===== src/rtl/pc_fetch_unit.sv =====
// PC stage: holds the PC and runs a single-outstanding instruction-bus fetch.
// Optional misaligned-fetch detection is compiled in with `define PC_ALIGN_CHECK_EN.
module pc_fetch_unit #(
  parameter logic [31:0] RESET_PC = 32'hBFC00000,
  parameter logic [31:0] PC_STEP  = 32'd4
) (
  input  logic        clk,
  input  logic        rst,
  input  logic [5:0]  stall,
  input  logic        flush,
  input  logic [31:0] new_pc,
  input  logic        branch_flag_i,
  input  logic [31:0] branch_target_address_i,
  output logic        ibus_req_o,
  output logic [31:0] ibus_addr_o,
  input  logic        ibus_ack_i,
  input  logic [31:0] ibus_data_i,
  output logic [31:0] pc_o,
  output logic [31:0] inst_o,
  output logic [31:0] inst_pc_o,
  output logic        inst_valid_o,
  output logic        stallreq_o,
  output logic        fetch_adel_o
);

  typedef enum logic [1:0] {S_IDLE, S_REQ, S_HOLD, S_DRAIN} state_t;

  state_t      state_q, state_d;
  logic [31:0] pc_q, pc_d;
  logic        req_q, req_d;
  logic [31:0] addr_q, addr_d;
  logic [31:0] inst_q, inst_d;
  logic [31:0] inst_pc_q, inst_pc_d;
  logic        valid_q, valid_d;
  logic        adel_q, adel_d;

  logic        issue;
  logic [31:0] issue_pc;
  logic [31:0] pc_adv;

  // Only the PC-hold bit of the controller's stall vector matters here.
  logic unused_stall;
  assign unused_stall = &{1'b0, stall[5:1]};

  assign pc_adv = branch_flag_i ? branch_target_address_i : pc_q + PC_STEP;

  always_ff @(posedge clk or negedge rst) begin
    if (!rst) begin
      state_q   <= S_IDLE;
      pc_q      <= RESET_PC;
      req_q     <= 1'b0;
      addr_q    <= 32'h0;
      inst_q    <= 32'h0;
      inst_pc_q <= 32'h0;
      valid_q   <= 1'b0;
      adel_q    <= 1'b0;
    end else begin
      state_q   <= state_d;
      pc_q      <= pc_d;
      req_q     <= req_d;
      addr_q    <= addr_d;
      inst_q    <= inst_d;
      inst_pc_q <= inst_pc_d;
      valid_q   <= valid_d;
      adel_q    <= adel_d;
    end
  end

  always_comb begin
    state_d   = state_q;
    pc_d      = pc_q;
    req_d     = req_q;
    addr_d    = addr_q;
    inst_d    = inst_q;
    inst_pc_d = inst_pc_q;
    valid_d   = valid_q;
    adel_d    = adel_q;
    issue     = 1'b0;
    issue_pc  = pc_q;

    if (flush) begin
      // An unacked request cannot be withdrawn; wait it out in DRAIN.
      pc_d    = new_pc;
      valid_d = 1'b0;
      adel_d  = 1'b0;
      if ((state_q == S_REQ || state_q == S_DRAIN) && !ibus_ack_i) begin
        state_d = S_DRAIN;
      end else begin
        issue    = 1'b1;
        issue_pc = new_pc;
      end
    end else begin
      case (state_q)
        S_IDLE: begin
          issue    = 1'b1;
          issue_pc = pc_q;
        end
        S_REQ: begin
          if (ibus_ack_i) begin
            inst_d    = ibus_data_i;
            inst_pc_d = addr_q;
            valid_d   = 1'b1;
            if (stall[0]) begin
              req_d   = 1'b0;
              state_d = S_HOLD;
            end else begin
              pc_d     = pc_adv;
              issue    = 1'b1;
              issue_pc = pc_adv;
            end
          end
        end
        S_HOLD: begin
          if (!stall[0] && !adel_q) begin
            pc_d     = pc_adv;
            issue    = 1'b1;
            issue_pc = pc_adv;
          end
        end
        S_DRAIN: begin
          if (ibus_ack_i) begin
            issue    = 1'b1;
            issue_pc = pc_q;
          end
        end
        default: state_d = S_IDLE;
      endcase
    end

    if (issue) begin
`ifdef PC_ALIGN_CHECK_EN
      // A misaligned PC is reported as a NOP and parks until the next flush.
      if (issue_pc[1:0] != 2'b00) begin
        state_d   = S_HOLD;
        req_d     = 1'b0;
        adel_d    = 1'b1;
        inst_d    = 32'h0;
        inst_pc_d = issue_pc;
        valid_d   = 1'b1;
      end else begin
        state_d = S_REQ;
        req_d   = 1'b1;
        addr_d  = issue_pc;
      end
`else
      state_d = S_REQ;
      req_d   = 1'b1;
      addr_d  = issue_pc;
`endif
    end
  end

  always_comb begin
    stallreq_o = 1'b0;
    if ((state_q == S_REQ && !ibus_ack_i) || state_q == S_DRAIN) begin
      stallreq_o = 1'b1;
    end
  end

  assign ibus_req_o   = req_q;
  assign ibus_addr_o  = addr_q;
  assign pc_o         = pc_q;
  assign inst_o       = inst_q;
  assign inst_pc_o    = inst_pc_q;
  assign inst_valid_o = valid_q;
  assign fetch_adel_o = adel_q;

endmodule


===== config.mk =====
export PLATFORM = sky130hd
export DESIGN_NAME = pc_fetch_unit
export DESIGN_NICKNAME = d
export VERILOG_FILES = /design/src/rtl/pc_fetch_unit.sv
export SDC_FILE = /design/constraint.sdc
export NUM_CORES = 1
export LEC_CHECK = 0
export BUFFER_PORTS_ARGS = -buffer_cell sky130_fd_sc_hd__buf_2
export CORE_UTILIZATION = 50
export CTS_BUF_LIST = sky130_fd_sc_hd__clkbuf_8
export DETAILED_ROUTE_END_ITERATION = 6
export PLACE_DENSITY = 0.73
export SLEW_MARGIN = 5
export SYNTH_ARGS = -nofsm -noshare
export SYNTH_HDL_FRONTEND = slang
export SYNTH_SLANG_ARGS = --single-unit

===== constraint.sdc =====
create_clock -name clk -period 6 [get_ports clk]
set_input_delay 0.6 -clock clk [delete_from_list [all_inputs] [get_ports clk]]
set_output_delay 0.6 -clock clk [all_outputs]
set_load 0.01 [all_outputs]

Yosys cells after proc, flatten, opt, wreduce, memory -nomap -nowiden
Cells that the tools add are included.
{ "word_totals": {"in_bits": 107, "wordCells": 63, "reg_bits": 132} }
{ "classes": {"n_reduce_logical": 20, "muxes": 29, "n_bitwise": 1, "add_sub_neg": 1, "eq_ne": 5} }
{ "ops": {"columns": ["operator", "count"], "rows": [
  ["$mux W32", 6],
  ["$pmux W32 S3", 1],
  ["$pmux W32 S2", 1],
  ["$add A32 B3 Y32 const B", 1],
  ["$mux W1", 14],
  ["$mux W2", 6],
  ["$reduce_bool A3 Y1", 4],
  ["$reduce_bool A2 Y1", 5],
  ["$reduce_and A4 Y1", 2],
  ["$eq A2 B2 Y1 const B", 2],
  ["$pmux W1 S4", 1],
  ["$ne A3 B1 Y1 const B", 1],
  ["$reduce_and A3 Y1", 1],
  ["$eq A2 B1 Y1 const B", 1],
  ["$logic_and A1 B1 Y1", 2],
  ["$logic_not A2 Y1", 1],
  ["$logic_or A1 B1 Y1", 2],
  ["$ne A2 B1 Y1 const B", 1],
  ["$reduce_and A2 Y1", 1],
  ["$reduce_or A2 Y1", 1],
  ["$logic_not A1 Y1", 1],
  ["$not A1 Y1", 1]
]} }

Longest topological paths before layout
{ "depth": {"word_depth": 7, "ltp_mapped": 10, "depth_no_buf": 8} }

Worst setup path after synthesis
No wires, ideal clock.
{ "synth_timing": {"kind": "register to register", "startpoint": "register pc_q[2] (netlist: pc_o[2])", "endpoint": "register addr_q[18] (netlist: ibus_addr_o[18])", "slack_ns": 3.682, "stages_incl_launch_ff": 8, "arrival_time_ns": 2.185, "synth_period_minus_slack_ns": 2.318, "n_path_buf": 0, "cell_sequence": "dfrtp_1 > ha_1 > nand3_1 > nor4_1 > o21ai_0 > o2bb2ai_1 > a221oi_1 > o31ai_1"} }
{ "synth_via": {"elab_chain_cells": 6} }
{ "synth_lines": {"columns": ["element", "line", "rtl"], "rows": [
  ["start, declared", "29", "logic [31:0] pc_q, pc_d;"],
  ["start signal, assigned", "59", "pc_q <= pc_d;"],
  ["$add A32 B3 Y32 (*)", "45", "assign pc_adv = branch_flag_i ? branch_target_address_i : pc_q + PC_STEP;"],
  ["$mux W32 (*)", "45", null],
  ["$mux W32 (*)", null, null],
  ["$mux W32", null, null],
  ["$pmux W32 S3 (*)", "93", "case (state_q)"],
  ["$mux W32 (*)", "81", "if (flush) begin"],
  ["end signal, assigned", "61", "addr_q <= addr_d;"],
  ["end, declared", "31", "logic [31:0] addr_q, addr_d;"]
]} }
Every way passes the cells marked *; elsewhere a longest branch is shown, timed or not.
A chain may end at the register's enable or synchronous reset.

Worst setup path in the final report
{ "layout_timing": {"startpoint": "register state_q[1]", "endpoint": "register addr_q[11] (netlist: ibus_addr_o[11])"} }
{ "layout_via": {"elab_chain_cells": 5} }
{ "layout_lines": {"columns": ["element", "line", "rtl"], "rows": [
  ["start, declared", "28", "state_t state_q, state_d;"],
  ["start signal, assigned", "58", "state_q <= state_d;"],
  ["parallel branches: the longest is 5 deep, another holds $pmux W32 S3", null, null]
]} }
Several ways; the timed one is not identified.

==> flow_summary.json <==
{
  "ys_seq_area_share_pct": 39.48,
  "p_total_mw": 4.706,
  "numCtsBuffers": 17,
  "clkPwrFrac_pct": 16.7,
  "tns_ns": 0,
  "drtPass1Iterations": 5,
  "synthDistinctLibCells": 83,
  "status": "complete, no violations",
  "start_kind": "flip-flop",
  "syn_inst": 970,
  "cts_root_buf": "clkbuf_8",
  "p_sw_share_pct": 44.64,
  "regToRegSetupSlack_ns": 2.56,
  "gp_congestion": 0.9361,
  "num_io_pins": 239,
  "grt_pass1_wl_um": 43280,
  "num_vias": 8641,
  "r2r.worst_path.cells": 10,
  "skew_ns": 0.01271,
  "drt_iter0_drc": 1150,
  "max_freq_mhz": 291.0,
  "crit_fanout": 50,
  "clk_pin_slew_ns": 0.08,
  "cts_tree": "built",
  "rr_startpoint": "state_q[1]",
  "regArea_sq_um": 3314,
  "die_area_sq_um": 17310,
  "hold_viol": 0,
  "ctsHoldBuffers": 0,
  "io_buffers": 232,
  "synth_edf_count": 0,
  "synth-main-ff-cell": "dfrtp_1",
  "max_cap_violations": 0,
  "synth_top_cell_by_area": "dfrtp_1",
  "criticalPathCategory": "reg -> reg",
  "hp-class": "in -> async",
  "initial_utilization_pct": 50.98,
  "finalMaxSlewViolations": 0,
  "htree_levels": 4,
  "synth-async-reset-ratio_pct": 100.0,
  "wl_per_cell_um": 20.29,
  "die_x_um": 131.6,
  "antenna_found_initial": 1,
  "internal_power_mw": 2.605,
  "p_switching_mw": 2.101,
  "syn_to_final_growth_pct": 19.00,
  "sequentialPowerShare_pct": 35.8,
  "crit_arrival_ns": 3.82,
  "cts_setup_buffers": 0,
  "die_h_um": 131.6,
  "ant_nets": 0,
  "drt_wl_total_um": 27980,
  "p_per_area_nw_per_um2": 471.1,
  "vias_per_cell": 6.266,
  "syn_area_sq_um": 8394,
  "yosysTopAreaCellShare_pct": 36.67,
  "critPathCaptureType": "flip-flop",
  "grt_overflow_total": 0,
  "multi_input_area_sq_um": 4651,
  "grt_pass1_vias": 7783,
  "r2r_end": "ibus_addr_o[11]",
  "p_leak_nw": 4.460,
  "ys_warn_count": 0,
  "combinationalPowerShare_pct": 47.6,
  "grt_setup_unrepaired": "false",
  "cts_resized": 0,
  "syn_nets": 1082,
  "tightest_slew_ns": 1.099,
  "clk_path_buf_depth": 2,
  "core.rowCount": 47,
  "hpwl_um": 19320,
  "drive_gt1_share_pct": 31.78,
  "final_nets": 1257,
  "required_ns": 6.38,
  "ys_top_cells_by_area": "dfrtp_1 (37%), mux2_2 (9.3%), nand2_1 (5.0%)",
  "fin_crit_ns": 3.436,
  "min_period_over_period_pct": 57.27,
  "avgSynthCellArea_sq_um": 8.654,
  "relSlewSlack_pct": 26.09,
  "synth_seq_cells": 132,
  "cts_sinks": 132,
  "route.detailed.drc": 0,
  "core-area_sq_um": 16470,
  "clock_latency_ns": 0.46,
  "n_fill_cell": 1520,
  "irDropWorstVdd_mv": 0.2039,
  "grt_usage_pct": 32.04,
  "grt_max_degree": 83,
  "setup_violations": 0
}
## per-layer routing
metal / GRT usage (%) / wire, um
met1: 42.83 / 11590
met2: 49.18 / 12570
met3: 7.523 / 2754
met4: 14.66 / 1064
met5: 0 / 0
## registers in the layout (all words and copies together) (netlist names)
signal        count
pc_o             32
ibus_addr_o      32
state_q           2
inst_valid_o      1
inst_pc_o        32
ibus_req_o        1
inst_o           32
## cells in the mapped netlist, drive strengths merged (6+ instances only)
master / instances
nand4: 18
a221oi: 7
clkbuf: 67
nor3: 20
a31oi: 17
a21o: 8
nand2: 111
o21a: 6
dfstp: 9
nand2b: 12
nor2: 84
o21ai: 83
o211ai: 11
nor2b: 8
mux2i: 17
a21oi: 63
o31ai: 6
a211oi: 14
dfrtp: 123
mux2: 69
and4: 7
nand3: 24
o22a: 7
buf: 21
and3: 9
a22oi: 19
nor4: 10
inv: 19
o22ai: 18
## worst max path at each step
stage,start,to,slack (ns),cells after the start
after detailed placement,state_q[1],ibus_addr_o[11],2.65,10
after floorplan,pc_o[2],ibus_addr_o[18],3.68,7
after CTS,state_q[1],ibus_addr_o[11],2.63,10
final,state_q[1],ibus_addr_o[11],2.56,10
after global placement,state_q[1],ibus_addr_o[11],2.80,10
after global routing,state_q[1],ibus_addr_o[11],2.37,10
## power groups by stage
stage / registers, mW / logic (mW) / clock network, mW
after global placement: 1.67 / 2.17 / 0
after CTS: 1.67 / 2.22 / 0.794
after floorplan: 1.74 / 1.27 / 0
after global routing: 1.74 / 2.41 / 0.836
after detailed placement: 1.69 / 2.21 / 0
final: 1.68 / 2.24 / 0.784
## critical path, cell delays in order (launching register included)
cell,delay (ns)
dfrtp_1,0.41
inv_1,0.12
ha_1,0.16
buf_4,0.45
a21oi_1,0.28
nor2_1,0.44
nor2b_1,0.14
buf_4,0.26
a21oi_1,0.72
o32ai_1,0.22
a21oi_1,0.16
## placed cells by master, fill, tap and decap left out, types with 13 or more instances in the layout
cell,netlist,layout
buf_2,11,230
buf_4,2,13
nand2_1,111,111
nand4_1,16,16
mux2i_1,17,17
nand3_1,24,24
a211oi_1,13,13
a21oi_1,63,63
o22ai_1,18,18
a31oi_1,17,17
dfrtp_1,123,123
nor2_1,84,83
clkbuf_8,0,17
nor3_1,19,19
inv_1,18,19
mux2_2,69,69
a22oi_1,19,19
o21ai_0,80,80
## through the flow
step,hold slack [ns],worst slack (ns),cell area (sq um),cells,util [%]
6_report,0.1922,2.564,9990,1379,60.67
5_1_grt,0.2491,2.368,9990,1379,60.67
4_1_cts,0.2086,2.632,9987,1378,60.65
3_5_place_dp,0.4706,2.652,9583,1346,58.20
3_3_place_gp,0.4605,2.796,9583,1346,58.20
2_1_floorplan,0.3044,3.682,8394,970,-
## cell type report
class / count / share of cell area (%)
tap: 220 / 2.756
clock inverter: 15 / 1.703
timing repair buffer: 244 / 12.61
sequential: 132 / 33.18
inverter: 22 / 0.8267
clock buffer: 17 / 2.342
antenna: 1 / 0.02505
multi-input combinational: 728 / 46.56
## cell families (layout without fill, tap and decap cells)
| family | after synthesis | count (layout) | share of synthesized area (%) |
|---|---|---|---|
| flops | 132 | 132 | 39.48 |
| xor+xnor | 2 | 2 | 0.2087 |
| buf+inv | 110 | 298 | 5.276 |
| simple gates | 318 | 318 | 18.04 |
| other cells | 1 | 2 | 0.04467 |
| compound gates | 316 | 316 | 24.92 |
| mux | 86 | 86 | 11.28 |
| fa+ha+maj | 5 | 5 | 0.7453 |
(Power assumes the default switching activity.)
